===== src/rtl/serial_adder.sv =====
// serial_adder: bit-serial N-bit adder built around one full-adder cell.
// Operands are captured on start, summed LSB-first, result published on DONE.
`default_nettype none

module serial_adder #(
  parameter int N = 8
) (
  input  logic         clk,
  input  logic         rst_n,
  input  logic         start,
  input  logic [N-1:0] a,
  input  logic [N-1:0] b,
  input  logic         c_in,
  output logic         busy,
  output logic         done,
  output logic [N-1:0] sum,
  output logic         c_out,
  output logic         overflow
);

  localparam int CW = (N > 2) ? $clog2(N) : 1;

  typedef enum logic [1:0] {
    IDLE = 2'd0,
    RUN  = 2'd1,
    DONE = 2'd2
  } state_t;

  state_t         state_q, state_d;
  logic [N-1:0]   a_sh_q, a_sh_d;
  logic [N-1:0]   b_sh_q, b_sh_d;
  logic [N-1:0]   res_q, res_d;
  logic [N-1:0]   sum_q, sum_d;
  logic [CW-1:0]  cnt_q, cnt_d;
  logic           carry_q, carry_d;
  logic           cout_q, cout_d;
  logic           ovf_q, ovf_d;

  logic           fa_s;
  logic           fa_co;
  logic           last_bit;

  // The single full-adder cell of the datapath.
  assign fa_s     = a_sh_q[0] ^ b_sh_q[0] ^ carry_q;
  assign fa_co    = (a_sh_q[0] & b_sh_q[0]) | (carry_q & (a_sh_q[0] ^ b_sh_q[0]));
  assign last_bit = (cnt_q == CW'(N - 1));

  always_comb begin
    state_d = state_q;
    a_sh_d  = a_sh_q;
    b_sh_d  = b_sh_q;
    res_d   = res_q;
    sum_d   = sum_q;
    cnt_d   = cnt_q;
    carry_d = carry_q;
    cout_d  = cout_q;
    ovf_d   = ovf_q;

    case (state_q)
      IDLE, DONE: begin
        if (start) begin
          a_sh_d  = a;
          b_sh_d  = b;
          carry_d = c_in;
          cnt_d   = '0;
          res_d   = '0;
          state_d = RUN;
        end else begin
          state_d = IDLE;
        end
      end
      RUN: begin
        a_sh_d  = a_sh_q >> 1;
        b_sh_d  = b_sh_q >> 1;
        res_d   = {fa_s, res_q[N-1:1]};
        carry_d = fa_co;
        cnt_d   = cnt_q + CW'(1);
        if (last_bit) begin
          // carry_q here is the carry into the MSB, held in the carry FF.
          sum_d   = {fa_s, res_q[N-1:1]};
          cout_d  = fa_co;
          ovf_d   = carry_q ^ fa_co;
          cnt_d   = '0;
          state_d = DONE;
        end
      end
      default: state_d = IDLE;
    endcase
  end

  always_ff @(posedge clk or negedge rst_n) begin
    if (!rst_n) begin
      state_q <= IDLE;
      a_sh_q  <= '0;
      b_sh_q  <= '0;
      res_q   <= '0;
      sum_q   <= '0;
      cnt_q   <= '0;
      carry_q <= 1'b0;
      cout_q  <= 1'b0;
      ovf_q   <= 1'b0;
    end else begin
      state_q <= state_d;
      a_sh_q  <= a_sh_d;
      b_sh_q  <= b_sh_d;
      res_q   <= res_d;
      sum_q   <= sum_d;
      cnt_q   <= cnt_d;
      carry_q <= carry_d;
      cout_q  <= cout_d;
      ovf_q   <= ovf_d;
    end
  end

  assign busy     = (state_q == RUN);
  assign done     = (state_q == DONE);
  assign sum      = sum_q;
  assign c_out    = cout_q;
  assign overflow = ovf_q;

endmodule

`default_nettype wire


===== config.mk =====
export PLATFORM = sky130hd
export DESIGN_NAME = serial_adder
export DESIGN_NICKNAME = d
export VERILOG_FILES = /design/src/rtl/serial_adder.sv
export SDC_FILE = /design/constraint.sdc
export NUM_CORES = 1
export LEC_CHECK = 0
export ABC_AREA = 0
export CORE_ASPECT_RATIO = 2
export CORE_MARGIN = 2
export CORE_UTILIZATION = 25
export DETAILED_ROUTE_END_ITERATION = 7
export GPL_TIMING_DRIVEN = 1
export SYNTH_ARGS = -nofsm -noshare
export SYNTH_HDL_FRONTEND = slang
export SYNTH_SLANG_ARGS = --single-unit

===== constraint.sdc =====
create_clock -name clk -period 3.6 [get_ports clk]
set_input_delay 0.72 -clock clk [delete_from_list [all_inputs] [get_ports clk]]
set_output_delay 0.72 -clock clk [all_outputs]
set_load 0.1 [all_outputs]

# Yosys cells after proc, flatten, opt, wreduce, memory -nomap -nowiden
# Cells that the tools add are included.
# word_totals
latch_bits	0
wordCells	40
out_inout_bits	12
mem_bits_ro	0
register_bits	40
mem_bits_rw	0
n_memories	0
# op_classes
magnitude_cmp	0
n_eq_ne	5
div_mod_pow	0
bitwise	6
mul	0
muxes	14
shifts	0
n_addsub	1
reduce_logical	5
# op_table
cell	n
case mux 8 bit (2 select lines)	3
2-to-1 mux 8 bit	3
2-to-1 mux 3 bit	2
case mux 3 bit (2 select lines)	1
case mux 2 bit (2 select lines)	1
AND reduction 2 bit	2
adder 3 x 1 -> 3 bit (second input constant)	1
equality test 3 bit (second input constant)	1
bitwise XOR 1 bit	3
AND 1 bit	2
equality test 2 x 1 -> 1 bit (second input constant)	1
equality test 2 bit (second input constant)	1
zero test 2 bit	1
2-to-1 mux 1 bit	2
2-to-1 mux 2 bit	1
inequality test 2 x 1 -> 1 bit (second input constant)	1
inequality test 2 bit (second input constant)	1
case mux 1 bit (2 select lines)	1
nonzero test 2 bit	1
OR reduction 2 bit	1
OR 1 bit	1

# Depth between registers and ports, before layout
# Gate-level depths: netlist of run 1.
# depth
depth_word	4
mapped_depth	6
ltp_nobuf	5

# Worst setup path after synthesis of run 1
# No wires, ideal clock.
# synth_path
kind	register to output
start	register state_q[1]
end	output done
slack_ns	0.821
required_time_ns	2.880
stages_incl_launch_ff	4
arrival_time_ns	2.059
n_path_buf	2
path_cell_list	dfrtp_1 -> buf_6 -> buf_2 -> nor2b_1
# synth_via
elab_chain_len	1
# synth_lines
element	line_no	text
start, declared	29	state_t state_q, state_d;
start signal, assigned	103	state_q <= state_d;
equality test 2 bit	116	assign done = (state_q == DONE);
end, declared	15	output logic done,
# Every way passes these cells.

# Worst setup path in the final report of run 1
# layout_path
start	register state_q[1]
end	output busy
# layout_via
elab_chain_len	1
# layout_lines
element	line_no	text
equality test 2 x 1 -> 1 bit	115	assign busy = (state_q == RUN);
end, declared	14	output logic busy,
# Every way passes these cells.

==> impl_results.md, run 1 <==
- Outcome: finished clean
- Gate count of the mapped netlist: ~160
- Post-route minimum period: 2.59 ns
- RePlAce Congestion: 0.695
- Highest cell delay on the worst timing path: 0.63 ns
- Aggregate global routing overflow: 0
- Height of the die: 128 µm
- Share of power burned in the clock network: 18.1%
- Hold Startpoint: overflow
- Mean area per synthesized cell: 11.8 µm²
- Most common cell after layout, fill and taps aside: sky130_fd_sc_hd__dfrtp_1
- Root Buffer Master: sky130_fd_sc_hd__clkbuf_16
- Final Instance Count excl. Fillers: approximately 290
- Net Sw Power: 1.03 mW
- Mapped Area: 1940 µm²
- Initial antenna violation count: 0
- Initial core utilization: 25.7%
- Final sum of negative setup slack: 0 ns
- Count of pins over their slew limit: 0
- Kind of path behind the tightest hold check: reg -> reg
- DRC violation total after the first TritonRoute iteration: 34
- Critical path peak fanout: 14
- Sum of internal, switching and leakage power: 2.37 mW
- Number of setup violations in the final report: 0
- Slowest library cell on the worst path: sky130_fd_sc_hd__dfrtp_1
- Crit Path Category: reg -> out
- I/O pins: 32
- Crit path launch type: flop
- CTS tree: built
- Worst Hold Path EP: overflow
- Worst setup EP type: primary output
- Sequential Power Share: between 30% and 40%
- Core ar.: 7540 µm²
- Setup repair after global routing missed its margin: no
- Post-route core utilization: 32.3%
- Avg WL per Cell: around 14 µm
- Final net count: 216
- Number of post-CTS setup repair buffers: 0
- Max Clk Rate: 386 MHz
- Leakage component of the power: 1.00 nW
- Iteration count of the initial detailed-routing pass: 4
- Final routed DRC violation total: 0
- Number of cells in the design after placement: 280
- Slew at the pin closest to its max-slew limit: 0.985 ns
- Worst rel slew slack: 34.1%
- Level count of the clock H-tree: 2
- Data arrival time of the critical path: 1.87 ns
- Input/output buffers: 31
- Endpoints failing hold: 0
- Mean number of vias per cell: between 4 and 5
- Maximum number of pins on one net before global-route repair: 40
- Count of inserted antenna diode cells: 0
- Clock slew seen by the registers of the worst setup and hold paths: approximately 0.050 ns
- Synthesized flop and latch total: 39
- Setup slack of the most critical reg-to-reg path: between 1.5 and 2 ns
- Worst-case clock skew: 0.00221 ns
- Post-CTS Resized: 0
- WL final: 3970 µm
- Reg-to-reg endpoint: sum[0]
- Number of buffers between clock root and the deepest sink: 2
- Cell variety after synth: 26
- Area enclosed by the die boundary: 8510 µm²
- Mapped Nets: 187
- Final period utilization: 72.0%
- Number of nets with antenna violations after routing: 0
- Cell Int Power: 1.34 mW
- Most used cells in the layout excluding fill and tap cells: 39 x sky130_fd_sc_hd__dfrtp_1, 28 x sky130_fd_sc_hd__clkdlybuf4s50_1, 22 x sky130_fd_sc_hd__mux2i_1
- Sequential cell area fraction in the yosys report: 50.4%
- Worst voltage drop across the vdd grid: around 0.26 mV
- Combinational share of power: 47.8%
- TritonCTS buffer count: 5
- Row cnt: 45
- Vias post-DR: 1,267
- Ordered list of cells on the worst path: nor2b_1 -> buf_4
- Switching Fraction: 43.6%
- Pwr dens: 971 nW/µm²
- Overall fraction of global-route tracks in use: 10.4%
- Count of maximum capacitance violations: 0
- Layout overhead on the synthesized area: 25.9%
- Clock sinks: 39
- Wire length of the first global-routing pass: 6700 µm
- Fraction of layout cells with a size suffix above 1: 13.0%
- Worst hold path depth: 2
- Yosys warns: 0
- Number of global-route vias before repair: approximately 1,300
- Chip width: between 60 and 70 µm
- Depth of the most critical reg-to-reg path: 3
- DP Wirelength: 2750 µm
- Required time reported for the critical path endpoint: 2.88 ns
- Cts-stage hold buffer count: 0
- Launch instance of the worst register-to-register path: state_q[1]
- Latest clock arrival within the worst-skew pair: 0.27 ns
[metal layers]
layer	wire length, µm	track usage [%]	vias to the layer above
li1	-	-	640
met1	1700	12.4	595
met2	2060	17.5	26
met3	126	2.19	6
met4	85	4.68	0
met5	0	0	-
[synthesized netlist by cell type (all sizes together)]
library cell,count,area [µm²]
nor2b,16,100
a22oi,1,7.51
mux2,10,139
nand3b,1,20.0
dfrtp,39,976
and3,1,6.26
mux2i,22,220
buf,8,65.1
a211oi,14,105
a22o,3,26.3
nand2,8,30.0
a21oi,15,78.8
a221o,1,10.0
fa,1,20.0
ha,2,25.0
inv,2,7.51
o21ai,10,50.1
nand3,2,10.0
clkbuf,4,18.8
nor2,3,11.3
xnor2,1,8.76
[flip-flops by register name, summed over array words and instances (netlist names)]
signal	cells
carry_q	1
overflow	1
c_out	1
res_q	7
b_sh_q	8
state_q	2
cnt_q	3
sum	8
a_sh_q	8
[power by group through the flow]
stage	Sequential (mW)	Combinational, mW	Clock, mW
3_5_place_dp	0.819	1.14	0
4_1_cts	0.814	1.15	0.443
5_1_grt	0.847	1.22	0.464
3_3_place_gp	0.810	1.12	0
6_report	0.809	1.13	0.427
2_1_floorplan	1.13	0.574	0
[final cells by class]
type / count / area (µm²)
clock buffer: 6 / 139
multi-input combinational: 111 / 868
timing repair buffer: 34 / 323
fill: 799 / 5110
clock inverter: 1 / 5.00
tap: 94 / 118
inverter: 2 / 7.51
sequential: 39 / 976
[kinds of logic (layout without fill, tap and decap cells)]
group	after synthesis	after routing	synth area share, %
AOI/OAI and AO/OA	44	44	14.4
xor gates and xnor gates	1	1	0.453
adders and majority gates	3	3	2.33
buffers and inverters	14	43	4.72
DFF	39	39	50.4
muxes	32	32	18.6
and+or+nand+nor	31	31	9.18
[worst max-delay path, delay by kind of cell, from the launching register on]
family | cells | cell delay (ns)
buffers and inverters | 1 | 0.39
flip-flops | 1 | 0.63
AND/OR/NAND/NOR | 1 | 0.56
[worst max path at each step]
stage,from,slack (ns),endpoint,depth (start not counted)
2_1_floorplan,state_q[1],0.82,done,3
3_3_place_gp,start,1.18,a_sh_q[5],5
3_5_place_dp,start,1.11,b_sh_q[6],5
4_1_cts,state_q[1],0.98,busy,2
5_1_grt,state_q[1],0.88,busy,2
6_report,state_q[1],1.01,busy,2
[per-stage QoR]
step           instance area, µm²  setup WS [ns]  hold WS, ns
2_1_floorplan                1940          0.821        0.424
3_3_place_gp                 2290           1.18        0.467
6_report                     2440           1.01        0.489
3_5_place_dp                 2290           1.11        0.487
5_1_grt                      2440          0.885        0.522
4_1_cts                      2440          0.979        0.499
(Power assumes the default switching activity.)
==> inputs of run 2 (changes only) <==
==> constraint.sdc (replaced) <==
create_clock -name clk -period 2.4 [get_ports clk]
set_input_delay 0.48 -clock clk [delete_from_list [all_inputs] [get_ports clk]]
set_output_delay 0.48 -clock clk [all_outputs]
set_load 0.1 [all_outputs]
==> impl_results.md, run 2 (synthesized netlist as in run 1, its figures left out) <==
- Outcome: finished clean
- Clock sinks: 39
- Area used by multi-input combinational logic: 871 µm²
- Highest cell delay on the worst timing path: 0.47 ns
- Most used cells in the layout excluding fill and tap cells: 39 x sky130_fd_sc_hd__dfrtp_1, 22 x sky130_fd_sc_hd__mux2i_1, 18 x sky130_fd_sc_hd__clkdlybuf4s50_1
- Count of inserted antenna diode cells: 0
- Pre-CTS worst setup slack: between 0.5 and 0.6 ns
- Depth of the most critical reg-to-reg path: 4
- DRC violation total after the first TritonRoute iteration: 61
- Height of the die: 128 µm
- Worst-case clock skew: approximately 0.0035 ns
- Crit path launch type: flop
- # fillers: 798
- Cell Int Power: ~2.2 mW
- Required time reported for the critical path endpoint: approximately 1.9 ns
- Number of global-route vias before repair: 1,319
- Most common cell after layout, fill and taps aside: sky130_fd_sc_hd__dfrtp_1
- Launch instance of the worst register-to-register path: cnt_q[0]
- Iteration count of the initial detailed-routing pass: 4
- Crit Path Category: reg -> out
- Endpoints failing hold: 0
- Initial core utilization: 25.7%
- Leakage component of the power: 1.05 nW
- I/O pins: 32
- Share of power burned in the clock network: 22.7%
- Setup slack of the most critical reg-to-reg path: slightly below 0.9 ns
- Ordered list of cells on the worst path: nor2b_1 -> buf_12
- Post-CTS Resized: 0
- Area of all placed cells without fillers: 2490 µm²
- Overall fraction of global-route tracks in use: 10.1%
- Mean number of vias per cell: between 4 and 5
- Slew at the pin closest to its max-slew limit: 0.880 ns
- Final routed DRC violation total: 0
- Fraction of layout cells with a size suffix above 1: 19.5%
- Reg-to-reg endpoint: sum[0]
- Root Buffer Master: sky130_fd_sc_hd__clkbuf_16
- Net Sw Power: 1.56 mW
- Worst rel slew slack: 41.3%
- Worst-case setup margin in the final layout: 0.530 ns
- Slowest library cell on the worst path: sky130_fd_sc_hd__nor2b_1
- Level count of the clock H-tree: 2
- Area enclosed by the die boundary: between 8000 and 9000 µm²
- Number of post-CTS setup repair buffers: 0
- Clock slew seen by the registers of the worst setup and hold paths: 0.06 ns
- Combinational share of power: 45.6%
- Max Clk Rate: 535 MHz
- Number of buffers between clock root and the deepest sink: 2
- Data arrival time of the critical path: 1.39 ns
- Initial antenna violation count: 0
- WL final: 3890 µm
- Row cnt: 45
- Area used by sequential logic in the layout: between 900 and 1000 µm²
- Sum of internal, switching and leakage power: 3.75 mW
- Switching Fraction: between 40% and 50%
- Aggregate global routing overflow: 0
- Sequential Power Share: 31.6%
- Final period utilization: between 70% and 80%
- Worst voltage drop across the vdd grid: 0.472 mV
- RePlAce Congestion: 0.688
- Layout overhead on the synthesized area: 28.9%
- Avg WL per Cell: 13.4 µm
- Critical path peak fanout: 6
- Final Instance Count excl. Fillers: just under 300
- Number of cells in the design after placement: ~280
- TritonCTS buffer count: 5
- Worst setup EP type: primary output
- Final net count: between 200 and 250
- Core ar.: 7540 µm²
- Number of nets with antenna violations after routing: 0
- Count of maximum capacitance violations: 0
- Latest clock arrival within the worst-skew pair: 0.28 ns
- Setup repair after global routing missed its margin: no
- Chip width: 66.2 µm
- Cts-stage hold buffer count: 0
- Kind of path behind the tightest hold check: in -> async
- Count of pins over their slew limit: 0
- Input/output buffers: 31
- Dpl cell area: 2300 µm²
- Top cell family by delay on the critical path: simple AND/OR/NAND/NOR gates
- DP Wirelength: 2710 µm
- Post-route minimum period: 1.87 ns
- Worst path bufs/invs: 1
- Number of setup violations in the final report: 0
- Pwr dens: ~1500 nW/µm²
- Final sum of negative setup slack: 0 ns
- CTS tree: built
- Vias post-DR: 1,279
- Wire length of the first global-routing pass: 6530 µm
- Maximum number of pins on one net before global-route repair: 40
[run 2: worst max path at each step]
stage / startpoint / endpoint / slack, ns / cells past startpoint
floorplan: state_q[1] / done / 0.38 / 3
global placement: start / b_sh_q[2] / 0.58 / 4
detailed placement: start / b_sh_q[2] / 0.56 / 4
CTS: state_q[1] / busy / 0.52 / 2
global route: state_q[1] / busy / 0.48 / 2
finish: state_q[1] / busy / 0.53 / 2
[run 2: area by class of cell]
type,count,share of cell area [%]
tap,94,4.71
sequential,39,39.1
inverter,2,0.301
multi-input combinational,111,34.9
clock inverter,3,2.71
clock buffer,5,5.02
timing repair buffer,35,13.2
[run 2: routing by layer]
metal | wire length [µm] | vias to the layer above | GRT usage [%]
met5 | 0 | - | 0
met3 | 130 | 4 | 2.71
met4 | 65 | 0 | 3.96
li1 | - | 643 | -
met2 | 1980 | 24 | 16.2
met1 | 1710 | 608 | 12.8
[run 2: metrics by stage]
step,util [%],hold WS [ns]
4_1_cts,33.1,0.358
3_3_place_gp,30.5,0.472
3_5_place_dp,30.5,0.498
5_1_grt,33.1,0.409
6_report,33.1,0.317
2_1_floorplan,-,0.184
[run 2: power groups by stage]
stage	Sequential (mW)	Combinational (mW)	Clock [mW]
floorplan	1.70	0.862	0
global placement	1.20	1.71	0
detailed placement	1.21	1.73	0
CTS	1.20	1.74	0.874
global route	1.24	1.84	0.905
finish	1.19	1.71	0.854
==> inputs of run 3 (changes only) <==
==> constraint.sdc (replaced) <==
create_clock -name clk -period 1.7 [get_ports clk]
set_input_delay 0.34 -clock clk [delete_from_list [all_inputs] [get_ports clk]]
set_output_delay 0.34 -clock clk [all_outputs]
set_load 0.1 [all_outputs]
==> impl_results.md, run 3 (synthesized netlist as in run 1, its figures left out) <==
- Slew at the pin closest to its max-slew limit: 0.494 ns
- Count of pins over their slew limit: 0
- Core ar.: 7540 µm²
- Final net count: 223
- Worst path bufs/invs: 2
- Count of inserted antenna diode cells: 0
- Clock slew seen by the registers of the worst setup and hold paths: 0.06 ns
- Setup repair after global routing missed its margin: no
- Kind of path behind the tightest hold check: in -> async
- Depth of the most critical reg-to-reg path: 4
- TritonCTS buffer count: 5
- Setup slack of the most critical reg-to-reg path: 0.17 ns
- Crit path launch type: flop
- Vias post-DR: 1,340
- Overall fraction of global-route tracks in use: under 10%
- Reg-to-reg endpoint: sum[1]
- Final sum of negative setup slack: 0 ns
- # fillers: 787
- Global-route track usage on met3: 2.71%
- Count of maximum capacitance violations: 0
- Outcome: finished clean
- Fraction of layout cells with a size suffix above 1: between 20 and 25%
- Clock sinks: 39
- Final routed DRC violation total: 0
- Launch instance of the worst register-to-register path: cnt_q[0]
- Post-route minimum period: 1.60 ns
- Data arrival time of the critical path: 1.26 ns
- Avg WL per Cell: between 10 and 15 µm
- Input/output buffers: 31
- Iteration count of the initial detailed-routing pass: 4
- Area enclosed by the die boundary: about 8500 µm²
- Number of buffers between clock root and the deepest sink: 2
- Pwr dens: between 2000 and 2500 nW/µm²
- Most common cell after layout, fill and taps aside: sky130_fd_sc_hd__dfrtp_1
- Highest cell delay on the worst timing path: around 0.44 ns
- Height of the die: 128 µm
- Latest clock arrival within the worst-skew pair: 0.28 ns
- Wire length of the first global-routing pass: 6450 µm
- Hold slack: 0.107 ns
- Ordered list of cells on the worst path: nor2b_2 -> buf_4 -> buf_12
- Fraction of met2 tracks used by global routing: 16.3%
- Aggregate global routing overflow: 0
- Worst setup EP type: primary output
- Max Clk Rate: 624 MHz
- RePlAce Congestion: 0.769
- Top cell family by delay on the critical path: flip-flops
- Fraction of met1 tracks used by global routing: 11.4%
- Number of setup violations in the final report: 0
- Crit Path Category: reg -> out
- Level count of the clock H-tree: 2
- Required time reported for the critical path endpoint: 1.36 ns
- WL final: 3710 µm
- Chip width: 66.2 µm
- Most used cells in the layout excluding fill and tap cells: 39 x sky130_fd_sc_hd__dfrtp_1, 22 x sky130_fd_sc_hd__mux2i_1, 18 x sky130_fd_sc_hd__clkdlybuf4s50_1
- Sum of internal, switching and leakage power: between 5 and 6 mW
- Mean number of vias per cell: 4.54
- Row cnt: 45
- Highest-utilization routing layer at the global route stage: met2
- I/O pins: 32
- Worst voltage drop across the vdd grid: 0.880 mV
- Initial core utilization: 25.7%
- Number of post-CTS setup repair buffers: 0
- Leakage component of the power: 1.11 nW
- CTS tree: built
- Slowest library cell on the worst path: sky130_fd_sc_hd__dfrtp_1
- Final period utilization: a little over nine tenths
- DRC violation total after the first TritonRoute iteration: 18
- Area used by multi-input combinational logic: 878 µm²
- Root Buffer Master: sky130_fd_sc_hd__clkbuf_16
- Worst-case clock skew: 0.00408 ns
- Initial antenna violation count: 0
- Area used by sequential logic in the layout: 976 µm²
- Endpoints failing hold: 0
- Post-CTS Resized: 0
- Post-route core utilization: a little over a third
- Number of global-route vias before repair: 1,334
- DP Wirelength: roughly 2700 µm
- Layout overhead on the synthesized area: 37.1%
- Worst rel slew slack: 67.1%
- Maximum number of pins on one net before global-route repair: 40
- Critical path peak fanout: 5
- Cts-stage hold buffer count: 0
- Number of nets with antenna violations after routing: 0
## run 3: changes by cell type in the layout (fill, tap and decap cells not counted), sizes merged
cell and delta:
bufinv -1, clkinvlp -1, clkinv +1, buf +6
clkbuf +1
## run 3: power breakdown
group	switching, mW	leakage [nW]	internal, mW
clock	0.356	0.0868	0.729
combinational	1.52	0.544	1.21
sequential	0.388	0.483	1.36
## run 3: how the worst max path moves through the flow
stage,start,to,cells past startpoint
5_1_grt,state_q[1],done,3
3_5_place_dp,start,a_sh_q[3],5
4_1_cts,state_q[0],busy,3
2_1_floorplan,state_q[1],done,3
3_3_place_gp,start,res_q[1],5
6_report,state_q[0],busy,3
## run 3: routing by layer
layer  wire length [µm]  vias up
met4                 91        0
met3                140        8
met2               1920       28
li1                   -      663
met1               1560      641
met5                  0        -
## run 3: area by class of cell
class / instances / area share, %
clock inverters: 2 / 1.32
well taps: 94 / 4.43
multi-input cells: 111 / 33.1
flip-flops and latches: 39 / 36.8
clock buffers: 6 / 5.23
repair buffers: 41 / 18.9
inverters: 2 / 0.283
## run 3: through the flow
stage | setup slack [ns] | instance area, µm² | instances
after floorplan | 0.121 | 1940 | 164
after global placement | 0.150 | 2480 | 287
after detailed placement | 0.128 | 2480 | 287
after CTS | 0.0305 | 2650 | 295
after global routing | 0.00629 | 2650 | 295
final | 0.0986 | 2650 | 295
